===== config.mk =====
export PLATFORM = sky130hd
export DESIGN_NAME = time_field_decoder
export DESIGN_NICKNAME = d
export VERILOG_FILES = /design/src/rtl/time_field_decoder.sv
export SDC_FILE = /design/constraint.sdc
export NUM_CORES = 1
export LEC_CHECK = 0
export ABC_CLOCK_PERIOD_IN_PS = 5100
export CORE_ASPECT_RATIO = 1.2
export CORE_MARGIN = 5
export CORE_UTILIZATION = 40
export DETAILED_ROUTE_END_ITERATION = 8
export DONT_BUFFER_PORTS = 1
export GPL_ROUTABILITY_DRIVEN = 0
export PLACE_DENSITY = 0.64
export SLEW_MARGIN = 10
export SYNTH_ARGS = -nofsm -noshare
export SYNTH_HDL_FRONTEND = slang
export SYNTH_SLANG_ARGS = --single-unit
export TNS_END_PERCENT = 30

===== constraint.sdc =====
create_clock -name clk -period 5.1 [get_ports clk]
set_clock_uncertainty 0.1 [all_clocks]
set_input_delay 1.02 -clock clk [delete_from_list [all_inputs] [get_ports clk]]
set_output_delay 1.02 -clock clk [all_outputs]
set_load 0.1 [all_outputs]

===== src/rtl/time_field_decoder.sv =====
// Splits a binary seconds count into day/hour/minute/second fields using three
// sequential shift-subtract divisions. Optional macro TIME_DECODER_BCD_EN packs
// hours, minutes and seconds as two-digit BCD.
module time_field_decoder #(
  parameter int T_WIDTH   = 28,
  parameter int DAY_WIDTH = 12
) (
  input  logic                 clk,
  input  logic                 reset,
  input  logic [T_WIDTH-1:0]   t,
  input  logic                 start,
  output logic                 busy,
  output logic                 done,
  output logic [DAY_WIDTH-1:0] days,
  output logic [7:0]           hours,
  output logic [7:0]           minutes,
  output logic [7:0]           seconds
);

  localparam int CW = $clog2(T_WIDTH);
  localparam logic [CW-1:0] LAST = CW'(T_WIDTH - 1);

  typedef enum logic [2:0] {IDLE, DIV_DAY, DIV_HOUR, DIV_MIN, FINISH} state_t;

  state_t               state_q, state_d;
  logic [T_WIDTH-1:0]   div_q, div_d;
  logic [T_WIDTH-1:0]   quo_q, quo_d;
  logic [17:0]          rem_q, rem_d;
  logic [CW-1:0]        cnt_q, cnt_d;
  logic [DAY_WIDTH-1:0] day_quo_q, day_quo_d;
  logic [7:0]           hour_quo_q, hour_quo_d;
  logic                 busy_q, busy_d;
  logic                 done_q, done_d;
  logic [DAY_WIDTH-1:0] days_q, days_d;
  logic [7:0]           hours_q, hours_d;
  logic [7:0]           minutes_q, minutes_d;
  logic [7:0]           seconds_q, seconds_d;

  logic [18:0]          divisor;
  logic [18:0]          shifted;
  logic                 fits;
  logic [17:0]          it_rem;
  logic [T_WIDTH-1:0]   it_quo;

  // The quotient MSB only ever shifts out; no field is wide enough to need it.
  logic unused_quo_msb;
  assign unused_quo_msb = quo_q[T_WIDTH-1];

  function automatic logic [7:0] field_fmt(input logic [7:0] v);
    logic [7:0] r;
`ifdef TIME_DECODER_BCD_EN
    r[7:4] = 4'(v / 8'd10);
    r[3:0] = 4'(v % 8'd10);
`else
    r = v;
`endif
    return r;
  endfunction

  // One restoring-division step against the divisor of the current stage.
  always_comb begin
    case (state_q)
      DIV_DAY:  divisor = 19'd86400;
      DIV_HOUR: divisor = 19'd3600;
      default:  divisor = 19'd60;
    endcase
    shifted = {rem_q, div_q[T_WIDTH-1]};
    fits    = (shifted >= divisor);
    it_rem  = fits ? 18'(shifted - divisor) : shifted[17:0];
    it_quo  = {quo_q[T_WIDTH-2:0], fits};
  end

  always_comb begin
    state_d    = state_q;
    div_d      = div_q;
    quo_d      = quo_q;
    rem_d      = rem_q;
    cnt_d      = cnt_q;
    day_quo_d  = day_quo_q;
    hour_quo_d = hour_quo_q;
    busy_d     = busy_q;
    done_d     = 1'b0;
    days_d     = days_q;
    hours_d    = hours_q;
    minutes_d  = minutes_q;
    seconds_d  = seconds_q;

    case (state_q)
      IDLE: begin
        if (start) begin
          state_d = DIV_DAY;
          busy_d  = 1'b1;
          div_d   = t;
          quo_d   = '0;
          rem_d   = '0;
          cnt_d   = LAST;
        end
      end
      DIV_DAY, DIV_HOUR, DIV_MIN: begin
        rem_d = it_rem;
        quo_d = it_quo;
        div_d = {div_q[T_WIDTH-2:0], 1'b0};
        cnt_d = cnt_q - CW'(1);
        if (cnt_q == '0) begin
          cnt_d = LAST;
          // Stage remainder becomes the next stage's dividend.
          if (state_q != DIV_MIN) begin
            div_d = T_WIDTH'(it_rem);
            quo_d = '0;
            rem_d = '0;
          end
          case (state_q)
            DIV_DAY: begin
              day_quo_d = it_quo[DAY_WIDTH-1:0];
              state_d   = DIV_HOUR;
            end
            DIV_HOUR: begin
              hour_quo_d = it_quo[7:0];
              state_d    = DIV_MIN;
            end
            default: state_d = FINISH;
          endcase
        end
      end
      FINISH: begin
        days_d    = day_quo_q;
        hours_d   = field_fmt(hour_quo_q);
        minutes_d = field_fmt(quo_q[7:0]);
        seconds_d = field_fmt(rem_q[7:0]);
        done_d    = 1'b1;
        busy_d    = 1'b0;
        state_d   = IDLE;
      end
      default: state_d = IDLE;
    endcase
  end

  always_ff @(posedge clk or posedge reset) begin
    if (reset) begin
      state_q    <= IDLE;
      div_q      <= '0;
      quo_q      <= '0;
      rem_q      <= '0;
      cnt_q      <= '0;
      day_quo_q  <= '0;
      hour_quo_q <= '0;
      busy_q     <= 1'b0;
      done_q     <= 1'b0;
      days_q     <= '0;
      hours_q    <= '0;
      minutes_q  <= '0;
      seconds_q  <= '0;
    end else begin
      state_q    <= state_d;
      div_q      <= div_d;
      quo_q      <= quo_d;
      rem_q      <= rem_d;
      cnt_q      <= cnt_d;
      day_quo_q  <= day_quo_d;
      hour_quo_q <= hour_quo_d;
      busy_q     <= busy_d;
      done_q     <= done_d;
      days_q     <= days_d;
      hours_q    <= hours_d;
      minutes_q  <= minutes_d;
      seconds_q  <= seconds_d;
    end
  end

  assign busy    = busy_q;
  assign done    = done_q;
  assign days    = days_q;
  assign hours   = hours_q;
  assign minutes = minutes_q;
  assign seconds = seconds_q;

endmodule


==> results.py, run 1 <==
metrics = {
    "clocking": {
        "post-cts-setup-buffers": 0,
        "cts_buffers": 17,
        "cts_max_path_buffers": 2,
        "htree_num_levels": 4,
        "clock_sinks": 123,
        "clk_pin_slew_worst_paths_ns": 0.05,
        "clock-root-buffer": "clkbuf_16",
        "cts_tree": "yes",
        "worstSkewPairLatency_ns": 0.40,
        "post_cts_resized": 0,
        "cts_hold_buf": 0,
    },
    "cells_and_area": {
        "drive_above_1_share_pct": 17.9,
        "num_antenna_cells": 0,
        "finalInstanceArea_sq_um": 6580,
        "fin_nets": 596,
        "multi_input_area_sq_um": 2590,
        "area.sequential_sq_um": 3080,
        "area_delta_synth_final_pct": 12.4,
        "n_fill_cell": 1337,
    },
    "logic_synthesis": {
        "syn-num-nets": 606,
        "synthTopCellsByArea": "dfrtp_1 (53%), mux2_2 (11%), o21ai_0 (7.3%)",
        "synthTopCellsByCount": "dfrtp_1 (123), o21ai_0 (85), nand2_1 (78)",
        "ys_warn_count": 0,
        "synthArstFlopShare_pct": 100,
        "syn_inst": 561,
        "synth.most_common_cell": "dfrtp_1",
        "synthFlopType": "dfrtp_1",
        "synth_edf_count": 0,
        "yosysSeqAreaShare_pct": 52.6,
        "syn_area_sq_um": 5850,
        "synth_top_area_share_pct": 52.6,
        "avgSynthCellArea_sq_um": 10.4,
        "ys_types": 53,
        "yosys.area.top_type": "dfrtp_1",
        "ys_ff_latch": 123,
    },
    "routing": {
        "wirelength_microns": 13800,
        "drt_iter0_drc": 340,
        "num_vias": 4257,
        "dr.pass1.iters": 6,
        "wl_per_cell_microns": 18.7,
        "drc": 0,
        "drt-vias-per-instance": 5.76,
        "ant_nets": 0,
    },
    "floorplanning": {
        "core_area_sq_um": 14400,
        "io_pins": 69,
        "start_util_pct": 40.8,
        "rows": 48,
        "die_h_microns": 142,
        "die_width_microns": 120,
        "die_area_sq_um": 17200,
    },
    "power_and_ir_drop": {
        "leakage_nw": 3.04,
        "ir_drop_v": 0.000289,
        "power_density_nw_per_um2": 773,
    },
    "placement": {
        "pre_cts_slack_ns": 1.58,
        "dp_hpwl_microns": 9620,
        "post_dp_cell_area_sq_um": 5970,
        "portBuffers": 0,
    },
    "sta": {
        "finalMaxSlewViolations": 0,
        "max_freq_ghz": 0.277,
        "fin_crit_ns": 3.61,
        "hold_viol": 0,
        "tightest_slew_ns": 1.08,
        "setup_viol": 0,
        "tns_ns": 0,
        "maxSlewHeadroom_pct": 27.9,
        "layout_setup_ws_ns": 1.49,
        "period_share_pct": 70.8,
        "grt_setup_unrepaired": "false",
    },
    "setup_path": {
        "critPathCaptureType": "flop",
        "critPathBufInv": 2,
        "ff2ff_path_depth": 13,
        "cpLargestDelayFamily": "compound AO/OA/AOI/OAI gates",
        "cp.required_ns": 5.31,
        "cp_num_cells": 13,
        "arrival_ns": 3.82,
        "critPathLaunchType": "flop",
        "critPathMaxStageDelay_ns": 0.46,
        "path_cells": "nand2b_1, a21oi_1, inv_1, ha_1, inv_1, fa_1, a21o_1, a311o_1, a221oi_1, o21ai_0, a221oi_1, mux2i_1, o21ai_0",
        "crit_slowest_cell": "dfrtp_1",
        "crit_path_max_fanout": 9,
        "critPathKind": "reg2reg",
    },
    "global_route": {
        "grt_pass1_wl_microns": 22600,
        "grt_overflow": 0,
        "grt_usage_pct": 16.7,
        "antenna_found_initial": 0,
        "grt_pass1_vias": 4410,
        "grt_max_degree": 49,
    },
    "min_path": {
        "min_path_cells": 2,
        "hp-class": "reg2reg",
    },
    "job": {
        "cap_viol_max_count": 0,
    },
    "status": {
        "status": "complete, no violations",
    },
}
-- registers in the layout, indices dropped and copies added (netlist names) --
| register | flops |
|---|---|
| quo_q | 11 |
| hours | 8 |
| day_quo_q | 12 |
| days | 12 |
| done | 1 |
| minutes | 8 |
| busy | 1 |
| hour_quo_q | 8 |
| rem_q | 18 |
| div_q | 28 |
| cnt_q | 5 |
| state_q | 3 |
| seconds | 8 |
-- placed cells by master, fill, tap and decap left out, drive strengths merged, types with 5 or more instances in the layout --
master  instances
a21oi          26
xnor2           7
mux2i           9
nor2           30
a31oi           5
a22o           11
a221oi          6
dfrtp         123
ha             13
nor3            5
o211ai          5
inv            12
clkbuf         26
mux2           55
o21ai          86
nand2          78
buf             5
-- worst reg2reg max path: cells and delay by family (launching register included) --
kind,cells,cell delay (ns)
flops,1,0.46
simple gates,1,0.18
buf+inv,2,0.17
fa+ha+maj,2,0.60
mux,1,0.14
compound gates,7,1.87
-- through the flow --
stage               utilization, %  hold WS (ns)  power (mW)  cells
floorplan                        -         0.344        3.33    561
global placement              41.6         0.369        3.78    707
detailed placement            41.6         0.370        3.86    707
CTS                           45.8         0.384        5.09    739
global route                  45.8         0.411        5.47    739
finish                        45.8         0.388        5.08    739
-- routing by layer --
layer | track usage [%] | routed length (microns) | vias to the layer above | part of all wire [%]
met1 | 20.2 | 5840 | 2099 | 42
met2 | 27.9 | 6830 | 139 | 49
met4 | 6.80 | 420 | 0 | 3.0
met5 | 0 | 0 | - | 0
li1 | - | - | 1977 | -
met3 | 4.77 | 742 | 42 | 5.4
-- worst paths after layout --
path                                           startpoint                        end  slack (ns)
worst max-delay path               state_q[0]$_DFFE_PP0P_      div_q[16]$_DFFE_PP0P_        1.49
worst min-delay path            hour_quo_q[0]$_DFFE_PP0P_  hour_quo_q[0]$_DFFE_PP0P_        0.39
worst max register to register     state_q[0]$_DFFE_PP0P_      div_q[16]$_DFFE_PP0P_        1.49
worst min register to register  hour_quo_q[0]$_DFFE_PP0P_  hour_quo_q[0]$_DFFE_PP0P_        0.39
max in group asynchronous                           reset       rem_q[7]$_DFFE_PP0P_        3.52
min in group asynchronous                           reset       hours[2]$_DFFE_PP0P_        0.41
-- power by group --
group          switching, mW  internal, mW
clock network          0.400         0.795
registers              0.317          1.31
logic                   1.36         0.906
total                   2.08          3.01
-- layout make-up --
| cell class | count | area share, % |
|---|---|---|
| Clock inverter | 6 | 1.26 |
| Sequential cell | 123 | 46.8 |
| Clock buffer | 26 | 7.90 |
| Inverter | 12 | 0.723 |
| Timing Repair Buffer | 5 | 0.571 |
| Tap cell | 175 | 3.33 |
| Multi-Input combinational cell | 392 | 39.4 |
-- kinds of logic (layout without fill, tap and decap cells) --
kind of cell	after synthesis	count (layout)	synth area share, %
mux	64	64	12.1
buf+inv	46	49	3.21
compound gates	160	160	16.3
fa+ha+maj	14	14	3.12
xor+xnor	11	11	1.65
flops	123	123	52.6
simple gates	143	143	11.0
Note: power is estimated with default switching activity, not from simulation.
==> run 2: changes to the inputs <==
--- a/config.mk
+++ b/config.mk
@@ -5,7 +5,7 @@
 export SDC_FILE = /design/constraint.sdc
 export NUM_CORES = 1
 export LEC_CHECK = 0
-export ABC_CLOCK_PERIOD_IN_PS = 5100
+export ABC_CLOCK_PERIOD_IN_PS = 3530
 export CORE_ASPECT_RATIO = 1.2
 export CORE_MARGIN = 5
 export CORE_UTILIZATION = 40
==> constraint.sdc (replaced) <==
create_clock -name clk -period 3.53 [get_ports clk]
set_clock_uncertainty 0.1 [all_clocks]
set_input_delay 0.706 -clock clk [delete_from_list [all_inputs] [get_ports clk]]
set_output_delay 0.706 -clock clk [all_outputs]
set_load 0.1 [all_outputs]
==> run 2 against run 1 <==
  * Worst hold slack got worse by 0.36 ns
  * Sequential power up 44%
  * Sequential share of layout area decreased by 0.72 points
  * Non-clock buffer count rose by 12
  * Worst setup slack got worse by 1.3 ns
==> results.py, run 2 (same netlist as run 1, synthesis figures left out) <==
metrics = {
    "global_route": {
        "grt_overflow": 0,
        "grt_max_degree": 65,
        "grt_pass1_vias": 4314,
        "grt_pass1_wl_microns": 22200,
        "grt_usage_pct": 16.2,
        "antenna_found_initial": 0,
    },
    "cells_and_area": {
        "num_antenna_cells": 0,
        "reg_top3": "div_q (28), rem_q (18)",
        "largest_reg_flops": 28,
        "n_fill_cell": 1319,
        "area.sequential_sq_um": 3080,
        "layout_commonest_cell": "dfrtp_1",
        "area_delta_synth_final_pct": 14.1,
        "drive_above_1_share_pct": 20.3,
        "layout_common_cells": "dfrtp_1 (123), o21ai_0 (84), nand2_1 (78)",
        "multi_input_area_sq_um": 2620,
        "finalInstanceArea_sq_um": 6680,
        "largest_register": "div_q",
        "fin_nets": 609,
    },
    "floorplanning": {
        "die_h_microns": 142,
        "die_area_sq_um": 17200,
        "io_pins": 69,
        "core_area_sq_um": 14400,
        "start_util_pct": 40.8,
        "die_width_microns": 120,
        "rows": 48,
    },
    "setup_path": {
        "arrival_ns": 3.61,
        "critPathBufInv": 1,
        "crit_path_max_fanout": 9,
        "r2r_slack_ns": 0.15,
        "critPathKind": "reg2reg",
        "rr_endpoint": "div_q[17]$_DFFE_PP0P_",
        "cp.required_ns": 3.76,
        "critPathMaxStageDelay_ns": 0.53,
        "critPathLaunchType": "flop",
        "cpLargestDelayFamily": "simple AND/OR/NAND/NOR gates",
        "r2r_start": "state_q[2]$_DFFE_PP0P_",
        "crit_top_cell": "a211o_1",
        "path_cells": "nand2b_1, or2_2, ha_2, nand4_1, buf_4, a211o_1, a211o_1, and2_4, or4b_4, o211ai_2",
        "crit_slowest_cell": "or4b_4",
        "ff2ff_path_depth": 10,
        "critPathCaptureType": "flop",
    },
    "sta": {
        "maxSlewHeadroom_pct": 22.0,
        "max_freq_ghz": 0.296,
        "finalMaxSlewViolations": 0,
        "period_share_pct": 95.8,
        "layout_setup_ws_ns": 0.147,
        "hold_slack_ns": 0.0316,
        "tightest_slew_ns": 1.17,
        "fin_crit_ns": 3.38,
        "hold_viol": 0,
        "setup_viol": 0,
    },
    "routing": {
        "drt-vias-per-instance": 5.74,
        "drt_iter0_drc": 300,
        "wl_per_cell_microns": 18.2,
        "drc": 0,
        "dr.pass1.iters": 5,
        "wirelength_microns": 13700,
        "ant_nets": 0,
        "num_vias": 4311,
    },
    "min_path": {
        "hp-class": "in2async",
    },
    "clocking": {
        "cts_buffers": 17,
        "cts_max_path_buffers": 2,
        "worstSkewPairLatency_ns": 0.41,
        "clk_pin_slew_worst_paths_ns": 0.05,
        "htree_num_levels": 4,
        "cts_hold_buf": 0,
        "cts_tree": "yes",
        "clock_sinks": 123,
        "clock-root-buffer": "clkbuf_16",
    },
    "placement": {
        "portBuffers": 0,
        "pre_cts_slack_ns": 0.135,
        "post_dp_cell_area_sq_um": 6050,
        "dp_hpwl_microns": 9380,
    },
    "status": {
        "status": "complete, no violations",
    },
    "power_and_ir_drop": {
        "leakage_nw": 3.09,
        "power_mw": 7.38,
        "ir_drop_v": 0.000488,
        "power_density_nw_per_um2": 1100,
    },
    "job": {
        "cap_viol_max_count": 0,
    },
}
==> run 2: repair_timing <==
action                                  in CTS  in global routing
buffers inserted                             0                  3
endpoints found under the setup margin       0                 19
gates resized for setup                      0                  6
==> run 2: layer usage <==
| layer | share of wire, % | vias to the layer above | track usage [%] |
|---|---|---|---|
| li1 | - | 2006 | - |
| met1 | 43 | 2163 | 20.7 |
| met2 | 50 | 120 | 27.1 |
| met3 | 5.0 | 22 | 4.49 |
| met4 | 1.6 | 0 | 4.83 |
| met5 | 0 | - | 0 |
==> run 2: per-stage QoR <==
stage / cells / utilization [%] / TNS, ns
floorplan: 561 / - / 0
global placement: 716 / 42.2 / 0
CTS: 747 / 46.2 / 0
global route: 751 / 46.5 / -0.00237
finish: 751 / 46.5 / 0
detailed placement: 716 / 42.2 / 0
==> run 2: how the worst max path moves through the flow <==
stage / from / endpoint / slack (ns) / depth (start not counted)
floorplan: state_q[2]$_DFFE_PP0P_ / div_q[17]$_DFFE_PP0P_ / 0.24 / 12
global placement: state_q[0]$_DFFE_PP0P_ / div_q[17]$_DFFE_PP0P_ / 0.24 / 11
detailed placement: state_q[0]$_DFFE_PP0P_ / div_q[17]$_DFFE_PP0P_ / 0.13 / 11
CTS: state_q[0]$_DFFE_PP0P_ / div_q[17]$_DFFE_PP0P_ / 0.12 / 11
global route: state_q[1]$_DFFE_PP0P_ / rem_q[17]$_DFFE_PP0P_ / -0.002 / 12
finish: state_q[2]$_DFFE_PP0P_ / div_q[17]$_DFFE_PP0P_ / 0.15 / 10
==> run 2: area by class of cell <==
| cell class | instances | share of cell area (%) |
|---|---|---|
| clock inverter | 8 | 1.39 |
| clock buffer | 23 | 7.16 |
| sequential | 123 | 46.1 |
| timing repair buffer | 17 | 2.10 |
| tap | 175 | 3.28 |
| inverter | 12 | 0.731 |
| multi-input combinational | 393 | 39.3 |
==> run 2: power by group <==
part	switching (mW)	internal, mW	leakage [nW]
combinational	1.96	1.43	1.23
clock	0.581	1.08	0.283
sequential	0.442	1.89	1.58
total	2.98	4.40	3.09
